### src/rtl/pbit_comparator.sv
// P-bit comparator: signed tanh sample vs. Galois LFSR value, registered spin state.
// Define PBIT_FLIP_COUNT_EN to add the saturating flip_count output.
module pbit_comparator #(
    parameter int                TANH_W    = 8,
    parameter int                LFSR_W    = 32,
    parameter logic [LFSR_W-1:0] LFSR_MASK = 32'h8020_0003,
    parameter logic [LFSR_W-1:0] SEED      = 32'hACE1_2468
`ifdef PBIT_FLIP_COUNT_EN
    ,
    parameter int                CNT_W     = 16
`endif
) (
    input  logic              clk,
    input  logic              rst_n,
    input  logic              tanh_valid,
    input  logic [TANH_W-1:0] tanh,
    input  logic              seed_load,
    input  logic [LFSR_W-1:0] seed,
`ifdef PBIT_FLIP_COUNT_EN
    output logic [CNT_W-1:0]  flip_count,
`endif
    output logic              m_out,
    output logic              m_valid
);

    logic [LFSR_W-1:0] r_lfsr;
    logic [TANH_W-1:0] r_tanh_q;
    logic [TANH_W-1:0] r_rnd_q;
    logic              r_v1;

    logic [LFSR_W-1:0] w_lfsr_adv;
    logic [LFSR_W-1:0] w_lfsr_load;
    logic [TANH_W-1:0] w_rnd;
    logic              w_gt;

    assign w_lfsr_adv  = (r_lfsr >> 1) ^ (r_lfsr[0] ? LFSR_MASK : '0);
    // A zero seed would lock the LFSR, so fall back to the reset seed.
    assign w_lfsr_load = (seed == '0) ? SEED : seed;
    assign w_rnd       = r_lfsr[LFSR_W-1 -: TANH_W];
    assign w_gt        = $signed(r_tanh_q) > $signed(r_rnd_q);

    always_ff @(posedge clk or negedge rst_n) begin
        if (!rst_n) begin
            r_lfsr <= SEED;
        end else if (seed_load) begin
            r_lfsr <= w_lfsr_load;
        end else if (tanh_valid) begin
            r_lfsr <= w_lfsr_adv;
        end
    end

    always_ff @(posedge clk or negedge rst_n) begin
        if (!rst_n) begin
            r_v1     <= 1'b0;
            r_tanh_q <= '0;
            r_rnd_q  <= '0;
        end else begin
            r_v1 <= tanh_valid;
            if (tanh_valid) begin
                r_tanh_q <= tanh;
                r_rnd_q  <= w_rnd;
            end
        end
    end

    always_ff @(posedge clk or negedge rst_n) begin
        if (!rst_n) begin
            m_out   <= 1'b0;
            m_valid <= 1'b0;
        end else begin
            m_valid <= r_v1;
            if (r_v1) begin
                m_out <= w_gt;
            end
        end
    end

`ifdef PBIT_FLIP_COUNT_EN
    logic [CNT_W-1:0] r_flip_cnt;

    always_ff @(posedge clk or negedge rst_n) begin
        if (!rst_n) begin
            r_flip_cnt <= '0;
        end else if (r_v1 && (w_gt != m_out) && (r_flip_cnt != '1)) begin
            r_flip_cnt <= r_flip_cnt + 1'b1;
        end
    end

    assign flip_count = r_flip_cnt;
`endif

endmodule
### config.mk
export PLATFORM = sky130hd
export DESIGN_NAME = pbit_comparator
export DESIGN_NICKNAME = d
export VERILOG_FILES = /design/src/rtl/pbit_comparator.sv
export SDC_FILE = /design/constraint.sdc
export NUM_CORES = 1
export LEC_CHECK = 0
export ABC_CLOCK_PERIOD_IN_PS = 1600
export CORE_UTILIZATION = 47
export DETAILED_ROUTE_END_ITERATION = 8
export PLACE_DENSITY_LB_ADDON = 0.15
export SETUP_SLACK_MARGIN = 0.05
export SYNTH_ARGS = -nofsm -noshare
export SYNTH_HDL_FRONTEND = slang
export SYNTH_SLANG_ARGS = --single-unit
export TNS_END_PERCENT = 1
### constraint.sdc
create_clock -name clk -period 1.6 [get_ports clk]
set_clock_uncertainty 0.05 [all_clocks]
set_input_delay 0.16 -clock clk [delete_from_list [all_inputs] [get_ports clk]]
set_output_delay 0.16 -clock clk [all_outputs]
set_load 0.05 [all_outputs]
Word-level counts from Yosys, hierarchy flattened
Index checks and enable logic that the tools add are counted.
{ "totals": {"in_bits": 44, "reg_bits": 51, "ram_bits": 0, "out_inout_bits": 2, "word_cells": 14, "mem_count": 0, "mem_bits_ro": 0, "latch_bits": 0} }
{ "classes": {"n_reduce_logical": 2, "shift": 0, "n_mul": 0, "mux": 4, "eq_ne": 0, "n_bitwise": 1, "div": 0, "n_lt_le_gt_ge": 1, "n_addsub": 0} }
{ "ops": {"columns": ["cell", "n"], "rows": [
  ["$mux W32", 4],
  ["$logic_not A32 Y1", 1],
  ["$xor A31 B32 Y32", 1],
  ["$gt A8 B8 Y1", 1],
  ["$reduce_bool A2 Y1", 1]
]} }

Depth between registers and ports, before layout
{ "logic_depth": {"depth_word": 4, "depth_mapped": 6, "depth_no_buf": 6} }

Least setup slack after synthesis
OpenSTA, ideal clock, no wires.
{ "synth_path": {"kind": "reg-to-reg", "start": "register r_tanh_q[5]", "end": "register m_out", "setup_time_ns": 0.090, "synth_period_minus_slack_ns": 1.525, "slack_ns": 0.075, "required_time_ns": 1.460, "t_arrival_ns": 1.384, "path_stages_with_launch": 6, "n_path_buf": 0, "path_cell_list": "dfrtp_1 ha_1 a211oi_1 o22ai_1 or3_1 o221ai_1"} }
{ "synth_between": {"elab_chain_cells": 1} }
{ "synth_rtl": {"columns": ["item", "line_no", "source"], "rows": [
  ["start, declared", "27", "logic [TANH_W-1:0] r_tanh_q;"],
  ["start signal, assigned", "60", "r_tanh_q <= tanh;"],
  ["$gt A8 B8 Y1", "40", "assign w_gt = $signed(r_tanh_q) > $signed(r_rnd_q);"],
  ["end signal, assigned", "73", "m_out <= w_gt;"],
  ["end, declared", "22", "output logic m_out,"]
]} }
Every way passes these cells.
A chain may end at the register's enable or synchronous reset.

Worst setup path after layout
{ "layout_path": {"start": "register r_rnd_q[6]", "end": "register m_out"} }
{ "layout_between": {"elab_chain_cells": 1} }
{ "layout_rtl": {"columns": ["item", "line_no", "source"], "rows": [
  ["start, declared", "28", "logic [TANH_W-1:0] r_rnd_q;"],
  ["start signal, assigned", "61", "r_rnd_q <= w_rnd;"],
  ["$gt A8 B8 Y1", "40", null]
]} }
Every way passes these cells.

==> metrics.cfg <==
[detailed_routing]
wl_um = 5280
routedWlPerCell_um = 13.9
ant_nets = 0
drt_iter0_drc = 130
viasPerCell = 5.17
drt_pass1_iterations = 4
vias = 1969
drc = 0

[global_route]
grt_max_degree = 65
overflow = 0
grtUsageMet1_pct = 27.8
met3_usage_pct = 4.28
grt_pass1_wl_um = 8740
grtUsageTotal_pct = 21.1
top_usage_layer = met2
grtUsageMet2_pct = 34.4
antenna_found_initial = 0
first_global_vias = 1892

[finish]
antenna_cells = 0
area_growth_pct = 38.5
fin_util_pct = 67.6
drive_above_1_share_pct = 26.0
nets = 362

[setup_path]
start_kind = flop
startpoint = r_rnd_q[6]$_DFFE_PN0P_
r2r_start = r_rnd_q[6]$_DFFE_PN0P_
required_ns = 1.78
r2r_slack_ns = 0.03
arrival_ns = 1.75
reg2reg_depth = 7
critPathCapture = m_out$_DFFE_PN0P_
path_max_fanout = 4
cp-end-kind = flop
path_class = flop to flop
reg2reg_to = m_out$_DFFE_PN0P_

[cts]
htree_levels = 2
clock_latency_ns = 0.30
cts_tree = yes
cts_buffers = 5
cts_root_buffer = clkbuf_8
cts_sinks = 51
clk_path_buf_depth = 2
path_clk_slew_ns = 0.09

[sta]
worst_slack_ns = 0.0277
min_period_ns = 1.57
slew_violations = 0
fmax_ghz = 0.636
slew_headroom_pct = 71.4
finalHoldViolCount = 0
period_share_pct = 98.3
setup_viol = 0
rsz0062_at_grt = yes
fin_setup_tns_ns = 0
worst_pin_slew_ns = 0.429

[place]
place.port_buffers = 45
dp_hpwl_um = 3560
place.gp.congestion = 0.791
dp_slack_ns = -0.282

[floorplanning]
die_w_um = 74.8
core_um2 = 5110
start_util_pct = 48.8
placementRows = 26
io_pins = 46
die_h_um = 74.8
fp.dieArea_um2 = 5600

[synthesis]
synth_nets = 297
avgSynthCellArea_um2 = 10.2
synth_enable_flop_cells = 0
yosys_warnings = 0
ys_seq_area_share_pct = 51.9
ys_seq_elements = 51
async_reset_ff_share_pct = 100
ys.flop_type = dfrtp_1
netlist_instances = 245
yosysUniqueCellTypes = 32
netlist_area_um2 = 2490

[power]
vdd_drop_max_v = 0.000427
p_leak_nw = 1.55
power_per_cell_area_nw_per_um2 = 920

[job]
drv_cap = 0

[min_path]
holdCritPathClass = primary input to flop

[outcome]
outcome = complete, no violations

-- power by group --
group | total (W) | switching, W | internal, W
Combinational | 0.000710 | 0.000338 | 0.000372
Clock | 0.000928 | 0.000422 | 0.000506
Sequential | 0.00154 | 0.0000832 | 0.00145
Total | 0.00318 | 0.000843 | 0.00233
-- layout make-up --
class | count | area [µm²]
Fill cell | 418 | 1660
Sequential cell | 51 | 1290
Multi-Input combinational cell | 156 | 1180
Timing Repair Buffer | 71 | 683
Inverter | 25 | 93.8
Tap cell | 70 | 87.6
Clock buffer | 6 | 82.6
Clock inverter | 2 | 35.0
-- worst max-delay path, stage by stage (launching register included) --
cell and delay [ns]:
dfrtp_1 0.39, inv_2 0.08, ha_4 0.21, nand4_1 0.18
buf_4 0.15, o22ai_2 0.05, or3_1 0.31, o221ai_1 0.07
-- placed cells by master (no fill, tap or decap), types with 6 or more instances in the layout --
cell type / n
dfrtp_1: 38
clkdlybuf4s50_1: 33
nand2_1: 30
o21ai_0: 28
buf_4: 24
inv_1: 22
mux2i_1: 15
dfstp_2: 13
a211oi_1: 9
a31oi_1: 8
mux2_2: 8
nor2b_1: 7
dlymetal6s2s_1: 7
nor4_2: 6
clkbuf_8: 6
-- registers in the layout, indices dropped and copies added, names as in the netlist --
signal / count
r_lfsr: 32
r_rnd_q: 8
r_tanh_q: 8
m_out: 1
m_valid: 1
r_v1: 1
-- layer usage --
layer / share of wire, % / vias up
met4: 1.8 / 0
met5: 0 / -
met1: 46 / 920
met3: 4.0 / 10
met2: 48 / 46
li1: - / 993
-- logic make-up (layout without fill, tap and decap cells) --
family	after synthesis	in the layout	synth area share (%)
buf+inv	39	104	6.53
mux	23	23	9.64
fa+ha+maj	8	8	4.02
simple gates	57	58	11.3
flops	51	51	51.9
xor+xnor	3	3	1.05
compound gates	64	64	15.6
-- what timing repair did --
action / in CTS / in global routing
pin swaps: 9 / 10
cloned: 1 / 0
endpoints found under the setup margin: 6 / 14
resized for setup: 15 / 13
hold buffers: 1 / 0
endpoints found under the hold margin: 38 / 0
buffers inserted: 2 / 0
-- synth_stat cells, drive strengths merged (3+ instances only) --
cell | number | area share [%]
dfstp | 13 | 14
a32oi | 3 | 1.1
mux2i | 15 | 6.0
inv | 25 | 3.8
ha | 8 | 4.0
nor2b | 7 | 1.8
nand2 | 30 | 4.5
mux2 | 8 | 3.6
o21ai | 28 | 5.6
nand4 | 4 | 1.0
buf | 7 | 1.7
nor2 | 3 | 0.45
nor4 | 8 | 2.3
a31oi | 10 | 2.5
a211oi | 11 | 3.3
clkbuf | 7 | 1.1
a21oi | 6 | 1.2
dfrtp | 38 | 38
-- how the worst min path moves through the flow --
stage	endpoint	cells past startpoint	from	slack, ns
floorplan	m_out$_DFFE_PN0P_	0	rst_n	-0.19
global placement	r_tanh_q[2]$_DFFE_PN0P_	2	rst_n	0.12
detailed placement	r_tanh_q[2]$_DFFE_PN0P_	2	rst_n	0.12
CTS	r_v1$_DFF_PN0_	1	tanh_valid	0.14
global route	r_lfsr[13]$_DFFE_PN1P_	3	seed[13]	0.08
finish	r_lfsr[13]$_DFFE_PN1P_	3	seed[13]	0.07
-- through the flow --
stage / area (µm²) / hold WS [ns] / cells / total power [W]
6_report: 3450 / 0.0720 / 381 / 0.00318
3_3_place_gp: 3150 / 0.121 / 369 / 0.00217
5_1_grt: 3450 / 0.0832 / 381 / 0.00335
2_1_floorplan: 2490 / -0.186 / 245 / 0.00189
4_1_cts: 3400 / 0.136 / 381 / 0.00319
3_5_place_dp: 3150 / 0.120 / 369 / 0.00219
Note: power is estimated with default switching activity, not from simulation.
